### config.mk
export PLATFORM = sky130hd
export DESIGN_NAME = player_sprite_ctrl_flat
export DESIGN_NICKNAME = d
export VERILOG_FILES = /design/src/rtl/player_sprite_ctrl_pkg.sv /design/src/rtl/player_sprite_ctrl_if.sv /design/src/rtl/player_sprite_ctrl_scan_counter.sv /design/src/rtl/player_sprite_ctrl.sv /design/src/flat_wrapper.sv
export SDC_FILE = /design/constraint.sdc
export NUM_CORES = 1
export LEC_CHECK = 0
export ABC_AREA = 1
export ABC_CLOCK_PERIOD_IN_PS = 14540
export CAP_MARGIN = 20
export CORE_MARGIN = 8
export CORE_UTILIZATION = 30
export DETAILED_ROUTE_END_ITERATION = 6
export PLACE_DENSITY_LB_ADDON = 0.05
export SLEW_MARGIN = 20
export SYNTH_ARGS = -nofsm -noshare
export SYNTH_HDL_FRONTEND = slang
export SYNTH_SLANG_ARGS = --single-unit
### constraint.sdc
create_clock -name clk -period 14.54 [get_ports clk]
set_clock_uncertainty 0.2 [all_clocks]
set_input_delay 2.908 -clock clk [delete_from_list [all_inputs] [get_ports clk]]
set_output_delay 2.908 -clock clk [all_outputs]
set_load 0.1 [all_outputs]
### src/rtl/player_sprite_ctrl_pkg.sv
// Shared definitions for the player-ship sprite controller: FSM encoding,
// default screen/sprite geometry and the two palette entries it uses.
package player_sprite_ctrl_pkg;

    typedef enum logic [1:0] {
        ST_IDLE  = 2'd0,
        ST_ERASE = 2'd1,
        ST_DRAW  = 2'd2
    } sprite_state_e;

    localparam int DEF_XW       = 8;
    localparam int DEF_YW       = 7;
    localparam int DEF_CW       = 3;
    localparam int DEF_SCREEN_W = 160;
    localparam int DEF_SCREEN_H = 120;
    localparam int DEF_SPR_W    = 8;
    localparam int DEF_SPR_H    = 4;
    localparam int DEF_STEP     = 1;
    localparam int DEF_INIT_X   = 76;
    localparam int DEF_INIT_Y   = 112;

    localparam logic [2:0] COL_BG   = 3'b000;
    localparam logic [2:0] COL_SHIP = 3'b010;

endpackage

### src/rtl/player_sprite_ctrl_if.sv
// Pixel-write channel towards the VGA adapter: one pixel offered per cycle,
// transferred when plot and plot_ready are both high.
interface player_sprite_ctrl_if
    import player_sprite_ctrl_pkg::*;
#(
    parameter int XW = DEF_XW,
    parameter int YW = DEF_YW,
    parameter int CW = DEF_CW
);
    logic          plot;
    logic          plot_ready;
    logic [XW-1:0] x_pos;
    logic [YW-1:0] y_pos;
    logic [CW-1:0] colour;

    modport master (output plot, output x_pos, output y_pos, output colour, input plot_ready);
    modport slave  (input plot, input x_pos, input y_pos, input colour, output plot_ready);
endinterface

### src/rtl/player_sprite_ctrl_scan_counter.sv
// Raster walker over the sprite box (col fast, row slow). Exposes the position
// the counter moves to on the coming edge so the caller can register pixel data.
module sprite_scan_counter
    import player_sprite_ctrl_pkg::*;
#(
    parameter int SPR_W = DEF_SPR_W,
    parameter int SPR_H = DEF_SPR_H,
    parameter int COLW  = (SPR_W > 1) ? $clog2(SPR_W) : 1,
    parameter int ROWW  = (SPR_H > 1) ? $clog2(SPR_H) : 1,
    parameter int IDXW  = (SPR_W * SPR_H > 1) ? $clog2(SPR_W * SPR_H) : 1
) (
    input  logic            clk,
    input  logic            reset,
    input  logic            clear,
    input  logic            advance,
    output logic            last,
    output logic [COLW-1:0] nxt_col,
    output logic [ROWW-1:0] nxt_row,
    output logic [IDXW-1:0] nxt_idx
);
    logic [COLW-1:0] col;
    logic [ROWW-1:0] row;
    logic            last_col;

    assign last_col = (col == COLW'(SPR_W - 1));
    assign last     = last_col && (row == ROWW'(SPR_H - 1));

    always_comb begin
        nxt_col = col;
        nxt_row = row;
        if (clear) begin
            nxt_col = '0;
            nxt_row = '0;
        end else if (advance) begin
            if (last_col) begin
                nxt_col = '0;
                nxt_row = last ? '0 : row + ROWW'(1);
            end else begin
                nxt_col = col + COLW'(1);
            end
        end
    end

    assign nxt_idx = IDXW'(nxt_row) * IDXW'(SPR_W) + IDXW'(nxt_col);

    always_ff @(posedge clk) begin
        if (reset) begin
            col <= '0;
            row <= '0;
        end else begin
            col <= nxt_col;
            row <= nxt_row;
        end
    end

endmodule

### src/rtl/player_sprite_ctrl.sv
// Player-ship controller: clamped per-frame moves, then erase of the old box
// and masked redraw streamed out as pixel writes over the plot handshake.
module player_sprite_ctrl
    import player_sprite_ctrl_pkg::*;
#(
    parameter int                          XW          = DEF_XW,
    parameter int                          YW          = DEF_YW,
    parameter int                          CW          = DEF_CW,
    parameter int                          SCREEN_W    = DEF_SCREEN_W,
    parameter int                          SCREEN_H    = DEF_SCREEN_H,
    parameter int                          SPR_W       = DEF_SPR_W,
    parameter int                          SPR_H       = DEF_SPR_H,
    parameter int                          STEP        = DEF_STEP,
    parameter int                          INIT_X      = DEF_INIT_X,
    parameter int                          INIT_Y      = DEF_INIT_Y,
    parameter logic [CW-1:0]               SHIP_COLOUR = CW'(COL_SHIP),
    parameter logic [CW-1:0]               BG_COLOUR   = CW'(COL_BG),
    parameter logic [SPR_W*SPR_H-1:0]      SPR_MASK    = '1
) (
    input  logic                  clk,
    input  logic                  reset,
    input  logic                  frame_tick,
    input  logic                  mv_left,
    input  logic                  mv_right,
    input  logic                  mv_up,
    input  logic                  mv_down,
    player_sprite_ctrl_if.master  pix,
    output logic                  busy,
    output logic [XW-1:0]         ship_x,
    output logic [YW-1:0]         ship_y,
    output logic                  overrun
);
    localparam int COLW = (SPR_W > 1) ? $clog2(SPR_W) : 1;
    localparam int ROWW = (SPR_H > 1) ? $clog2(SPR_H) : 1;
    localparam int IDXW = (SPR_W * SPR_H > 1) ? $clog2(SPR_W * SPR_H) : 1;

    localparam logic signed [XW:0] X_MAX = (XW + 1)'(SCREEN_W - SPR_W);
    localparam logic signed [YW:0] Y_MAX = (YW + 1)'(SCREEN_H - SPR_H);

    function automatic logic [XW-1:0] sat_x(input logic signed [XW:0] v);
        if (v[XW])      return '0;
        if (v > X_MAX)  return X_MAX[XW-1:0];
        return v[XW-1:0];
    endfunction

    function automatic logic [YW-1:0] sat_y(input logic signed [YW:0] v);
        if (v[YW])      return '0;
        if (v > Y_MAX)  return Y_MAX[YW-1:0];
        return v[YW-1:0];
    endfunction

    sprite_state_e     state, state_n;
    logic              first_draw;
    logic [XW-1:0]     old_x, nx_x, base_x;
    logic [YW-1:0]     old_y, nx_y, base_y;
    logic signed [XW:0] dx, sum_x;
    logic signed [YW:0] dy, sum_y;
    logic              moved, pix_step;
    logic              cnt_clear, cnt_adv, pix_load, pix_erase, pix_stop, take_move;
    logic              last;
    logic [COLW-1:0]   nxt_col;
    logic [ROWW-1:0]   nxt_row;
    logic [IDXW-1:0]   nxt_idx;

    sprite_scan_counter #(
        .SPR_W (SPR_W),
        .SPR_H (SPR_H),
        .COLW  (COLW),
        .ROWW  (ROWW),
        .IDXW  (IDXW)
    ) u_scan (
        .clk     (clk),
        .reset   (reset),
        .clear   (cnt_clear),
        .advance (cnt_adv),
        .last    (last),
        .nxt_col (nxt_col),
        .nxt_row (nxt_row),
        .nxt_idx (nxt_idx)
    );

    // Candidate position: one extra signed bit so underflow shows as negative.
    always_comb begin
        dx = '0;
        dy = '0;
        if (mv_right & ~mv_left)      dx = (XW + 1)'(STEP);
        else if (mv_left & ~mv_right) dx = -((XW + 1)'(STEP));
        if (mv_down & ~mv_up)         dy = (YW + 1)'(STEP);
        else if (mv_up & ~mv_down)    dy = -((YW + 1)'(STEP));
        sum_x = $signed({1'b0, ship_x}) + dx;
        sum_y = $signed({1'b0, ship_y}) + dy;
        nx_x  = sat_x(sum_x);
        nx_y  = sat_y(sum_y);
        moved = (nx_x != ship_x) || (nx_y != ship_y);
    end

    // A skipped (mask-0) slot never waits for plot_ready.
    assign pix_step = ~pix.plot | pix.plot_ready;
    assign busy     = (state != ST_IDLE);

    always_comb begin
        state_n   = state;
        cnt_clear = 1'b0;
        cnt_adv   = 1'b0;
        pix_load  = 1'b0;
        pix_erase = 1'b0;
        pix_stop  = 1'b0;
        take_move = 1'b0;
        base_x    = ship_x;
        base_y    = ship_y;
        case (state)
            ST_IDLE: begin
                if (frame_tick) begin
                    take_move = 1'b1;
                    if (first_draw) begin
                        state_n   = ST_DRAW;
                        cnt_clear = 1'b1;
                        pix_load  = 1'b1;
                        base_x    = nx_x;
                        base_y    = nx_y;
                    end else if (moved) begin
                        state_n   = ST_ERASE;
                        cnt_clear = 1'b1;
                        pix_load  = 1'b1;
                        pix_erase = 1'b1;
                    end
                end
            end
            ST_ERASE: begin
                if (pix_step) begin
                    pix_load = 1'b1;
                    if (last) begin
                        state_n   = ST_DRAW;
                        cnt_clear = 1'b1;
                    end else begin
                        cnt_adv   = 1'b1;
                        pix_erase = 1'b1;
                        base_x    = old_x;
                        base_y    = old_y;
                    end
                end
            end
            ST_DRAW: begin
                if (pix_step) begin
                    if (last) begin
                        state_n  = ST_IDLE;
                        pix_stop = 1'b1;
                    end else begin
                        cnt_adv  = 1'b1;
                        pix_load = 1'b1;
                    end
                end
            end
            default: state_n = ST_IDLE;
        endcase
    end

    always_ff @(posedge clk) begin
        if (reset) begin
            state      <= ST_IDLE;
            first_draw <= 1'b1;
            ship_x     <= XW'(INIT_X);
            ship_y     <= YW'(INIT_Y);
            overrun    <= 1'b0;
            pix.plot   <= 1'b0;
            pix.x_pos  <= '0;
            pix.y_pos  <= '0;
            pix.colour <= '0;
        end else begin
            state <= state_n;
            if (take_move) begin
                ship_x     <= nx_x;
                ship_y     <= nx_y;
                first_draw <= 1'b0;
            end
            if (frame_tick && state != ST_IDLE) overrun <= 1'b1;
            if (pix_load) begin
                pix.plot   <= pix_erase | SPR_MASK[nxt_idx];
                pix.x_pos  <= base_x + XW'(nxt_col);
                pix.y_pos  <= base_y + YW'(nxt_row);
                pix.colour <= pix_erase ? BG_COLOUR : SHIP_COLOUR;
            end else if (pix_stop) begin
                pix.plot   <= 1'b0;
            end
        end
    end

    // Erase origin: position before the move, captured with the move itself.
    always_ff @(posedge clk) begin
        if (take_move) begin
            old_x <= ship_x;
            old_y <= ship_y;
        end
    end

endmodule
### src/flat_wrapper.sv
// flat-port wrapper written by rule: the top's interface ports become plain ports
module player_sprite_ctrl_flat import player_sprite_ctrl_pkg::*;
#(
    parameter int                          XW          = DEF_XW,
    parameter int                          YW          = DEF_YW,
    parameter int                          CW          = DEF_CW,
    parameter int                          SCREEN_W    = DEF_SCREEN_W,
    parameter int                          SCREEN_H    = DEF_SCREEN_H,
    parameter int                          SPR_W       = DEF_SPR_W,
    parameter int                          SPR_H       = DEF_SPR_H,
    parameter int                          STEP        = DEF_STEP,
    parameter int                          INIT_X      = DEF_INIT_X,
    parameter int                          INIT_Y      = DEF_INIT_Y,
    parameter logic [CW-1:0]               SHIP_COLOUR = CW'(COL_SHIP),
    parameter logic [CW-1:0]               BG_COLOUR   = CW'(COL_BG),
    parameter logic [SPR_W*SPR_H-1:0]      SPR_MASK    = '1
)
  (clk, reset, frame_tick, mv_left, mv_right, mv_up, mv_down, busy, ship_x, ship_y, overrun, pix_plot, pix_x_pos, pix_y_pos, pix_colour, pix_plot_ready);
  player_sprite_ctrl_if #(.XW(XW), .YW(YW), .CW(CW)) pix_i ();
  input  logic clk;
  input  logic reset;
  input  logic frame_tick;
  input  logic mv_left;
  input  logic mv_right;
  input  logic mv_up;
  input  logic mv_down;
  output logic busy;
  output logic [XW-1:0] ship_x;
  output logic [YW-1:0] ship_y;
  output logic overrun;
  output wire logic [$bits(pix_i.plot)-1:0] pix_plot;
  output wire logic [$bits(pix_i.x_pos)-1:0] pix_x_pos;
  output wire logic [$bits(pix_i.y_pos)-1:0] pix_y_pos;
  output wire logic [$bits(pix_i.colour)-1:0] pix_colour;
  input wire logic [$bits(pix_i.plot_ready)-1:0] pix_plot_ready;
  assign pix_plot = pix_i.plot;
  assign pix_x_pos = pix_i.x_pos;
  assign pix_y_pos = pix_i.y_pos;
  assign pix_colour = pix_i.colour;
  assign pix_i.plot_ready = pix_plot_ready;
  player_sprite_ctrl #(.XW(XW), .YW(YW), .CW(CW), .SCREEN_W(SCREEN_W), .SCREEN_H(SCREEN_H), .SPR_W(SPR_W), .SPR_H(SPR_H), .STEP(STEP), .INIT_X(INIT_X), .INIT_Y(INIT_Y), .SHIP_COLOUR(SHIP_COLOUR), .BG_COLOUR(BG_COLOUR), .SPR_MASK(SPR_MASK)) u_core (.clk(clk), .reset(reset), .frame_tick(frame_tick), .mv_left(mv_left), .mv_right(mv_right), .mv_up(mv_up), .mv_down(mv_down), .pix(pix_i), .busy(busy), .ship_x(ship_x), .ship_y(ship_y), .overrun(overrun));
endmodule
==> flow_summary_export.csv <==
group,metric,value,unit
synthesis,yosys.area.top_type,"dfxtp_1",
synthesis,synth.distinct_cells,45,
run_status,outcome,"completed",
clocking,clkTransAtPathRegs,0.07,ns
place,io_buffers,41,
synthesis,syn_area,4524,µm²
clocking,clock_latency,0.31,ns
clocking,postCtsSetupBuffers,0,
synthesis,synth_warnings,0,
clocking,cts_resized,0,
drt,drc_errors,0,
synthesis,avgSynthCellArea,6.605,µm²
floorplanning,die-area,19270,µm²
worst_setup_path,crit_path_start_kind,"input port",
place,place_congestion,0.8328,
place,placed_cell_area,5025,µm²
synthesis,synthTopCellsByArea,"dfxtp_1 18%, nand2_1 14%, edfxtp_1 10%",
synthesis,synth_top_family_by_area,"simple AND/OR/NAND/NOR gates",
synthesis,yosys.area.top_type_share,18.14,%
worst_setup_path,cp_common_cell,"nand2_1",
global_route,grt_overflow_total,0,
finish,area_delta_synth_final,14.21,%
worst_hold_path,hold_class,"flop to flop",
worst_setup_path,slowest_delay,0.52,ns
finish,fin_nets,742,
finish,nFillCells,1667,
worst_setup_path,required,14.54,ns
clocking,cts_made_buffers,5,
floorplanning,core-area,14980,µm²
clocking,h-tree-depth,2,
worst_setup_path,crit_fanout,16,
timing,setup_viol,0,
timing,tightest_slew,1.029,ns
synthesis,synth.top_cells.by_count,"169 x nand2_1, 70 x inv_1, 70 x nor2_1",
finish,drive_above_1_share,7.638,%
finish,antenna_cells,0,
place,dp_hpwl,9.856,mm
timing,slew-limit-headroom,30.99,%
timing,maxSlewViolCount,0,
floorplanning,die_width,138.8,µm
worst_setup_path,cp-end-kind,"flop",
synthesis,postSynth.asyncResetShare,0,%
synthesis,synth-simple-area-share,33.90,%
drt,drt_first_pass_iters,4,
clocking,clock_tree.root_cell,"clkbuf_16",
floorplanning,row_count,45,
global_route,grt_max_degree,35,
timing,fmax,129.3,MHz
drt,drt-initial-drc-count,227,
finish,seqCellArea,1271,µm²
timing,tns,0,ns
worst_setup_path,cp.arrival,7.73,ns
floorplanning,start_util,30.21,%
synthesis,synth-main-ff-cell,"dfxtp_1",
synthesis,synthMuxAreaShare,0.6914,%
timing,hold_viol_final,0,
clocking,clk_path_buf_depth,2,
worst_setup_path,slowest_stage,"ha_1",
clocking,cts_hold_buffers,0,
synthesis,yosys.area_share.xor_xnor,2.102,%
synthesis,synth_compound_area_share,16.81,%
global_route,grt_pass1_wl,21.23,mm
synthesis,synthMostInstantiatedCell,"nand2_1",
synthesis,synth-seq-area-share,28.10,%
timing,rsz0062_at_grt,"no",
drt,wl_per_cell,14.56,µm
drt,ant_nets,0,
floorplanning,io_pins,44,
synthesis,synth-edff-count,15,
synthesis,synth_fa_ha_area_share,8.241,%
timing,fin_crit_sh,53.19,%
flow_run,maxCapViolations,0,
synthesis,synth_cells,685,
global_route,grt_usage,13.55,%
clocking,cts_tree,"yes",
drt,viasPerCell,4.803,
timing,finalCriticalPeriod,7.733,ns
finish,multi_input_area,2804,µm²
global_route,grt_pass1_vias,3982,
finish,design_area,5167,µm²
clocking,cts_sinks,56,
finish,utilization,34.50,%
floorplanning,dieHeight,138.8,µm
drt,wl,13.03,mm
worst_setup_path,crit_type,"input port to flop",
drt,vias,4299,
synthesis,synth-seq-cells,56,
global_route,antenna_found_initial,0,
timing,finalHoldWorstSlack,0.2872,ns
==> final timing paths <==
| path | startpoint | end | slack [ns] | cells past startpoint |
|---|---|---|---|---|
| hold reg to reg | u_core.pix.y_pos[6] | u_core.pix.y_pos[6] | 0.29 | 2 |
| hold / removal | u_core.pix.y_pos[6] | u_core.pix.y_pos[6] | 0.29 | 2 |
| setup reg to reg | u_core.ship_y[2] | u_core.pix.x_pos[6] | 9.97 | 31 |
| setup / recovery | mv_left | u_core.pix.x_pos[6] | 6.81 | 35 |
==> worst max-delay path: cells and delay by family <==
family | cells | cell delay, ns
AO/OA/AOI/OAI | 2 | 0.27
adder cells (fa/ha/maj) | 4 | 1.21
buffers and inverters | 5 | 0.81
AND/OR/NAND/NOR | 24 | 2.51
==> cell type report <==
cell class | instances | share of cell area [%]
Sequential cell | 56 | 24.60
Tap cell | 188 | 4.552
Clock inverter | 2 | 0.2179
Multi-Input combinational cell | 522 | 54.26
Clock buffer | 6 | 2.494
Inverter | 79 | 5.787
Timing Repair Buffer | 42 | 8.087
==> kinds of logic (layout without fill, tap and decap cells) <==
family,after synthesis,in the layout
simple gates,344,344
compound gates,135,135
buf+inv,108,129
flops,56,56
fa+ha+maj,28,28
xor+xnor,10,10
mux,3,3
other cells,1,2
==> per-layer routing <==
metal  track usage, %  up-vias  routed length (µm)
li1                 -     2287                   -
met1            18.00     1943                6444
met2            21.82       61                5889
met3            2.995        8                 560
met4            3.293        0                 136
met5                0        -                   0
==> state kept, by name (all words and copies together), names as in the netlist <==
register and flops:
u_core.first_draw 1, u_core.old_x 8, u_core.old_y 7, u_core.overrun 1, u_core.pix.colour 1, u_core.pix.plot 1, u_core.pix.x_pos 8, u_core.pix.y_pos 7
u_core.ship_x 8, u_core.ship_y 7, u_core.state 2, u_core.u_scan.col 3, u_core.u_scan.row 2
==> per-stage QoR <==
| step | setup WS (ns) | instances |
|---|---|---|
| 2_1_floorplan | 7.601 | 686 |
| 3_3_place_gp | 6.562 | 887 |
| 3_5_place_dp | 6.470 | 887 |
| 4_1_cts | 6.800 | 895 |
| 5_1_grt | 6.266 | 895 |
| 6_report | 6.807 | 895 |
==> layout by cell type (no fill, tap or decap), types with 2 or more instances in the layout <==
cell / n
clkbuf_16: 5
o21ai_0: 48
nand3_2: 2
nand3_1: 50
o21ai_1: 2
edfxtp_1: 15
nor2_2: 6
a21oi_1: 54
xnor2_1: 4
nand2_1: 169
conb_1: 2
inv_2: 5
nor2_1: 69
a22oi_1: 3
ha_1: 25
dfxtp_1: 41
mux2i_1: 2
or2_2: 2
a31oi_1: 4
clkdlybuf4s50_1: 41
inv_1: 69
o21bai_1: 3
fa_1: 3
nor3_1: 5
nand2_2: 15
clkinv_1: 5
nand3b_1: 9
a21oi_2: 10
xor2_1: 5
o211ai_1: 8
nand4_1: 12
Power is left out: the tool's default activity adds up to more than one toggle a clock period on the data nets, which glitch-free logic cannot reach.
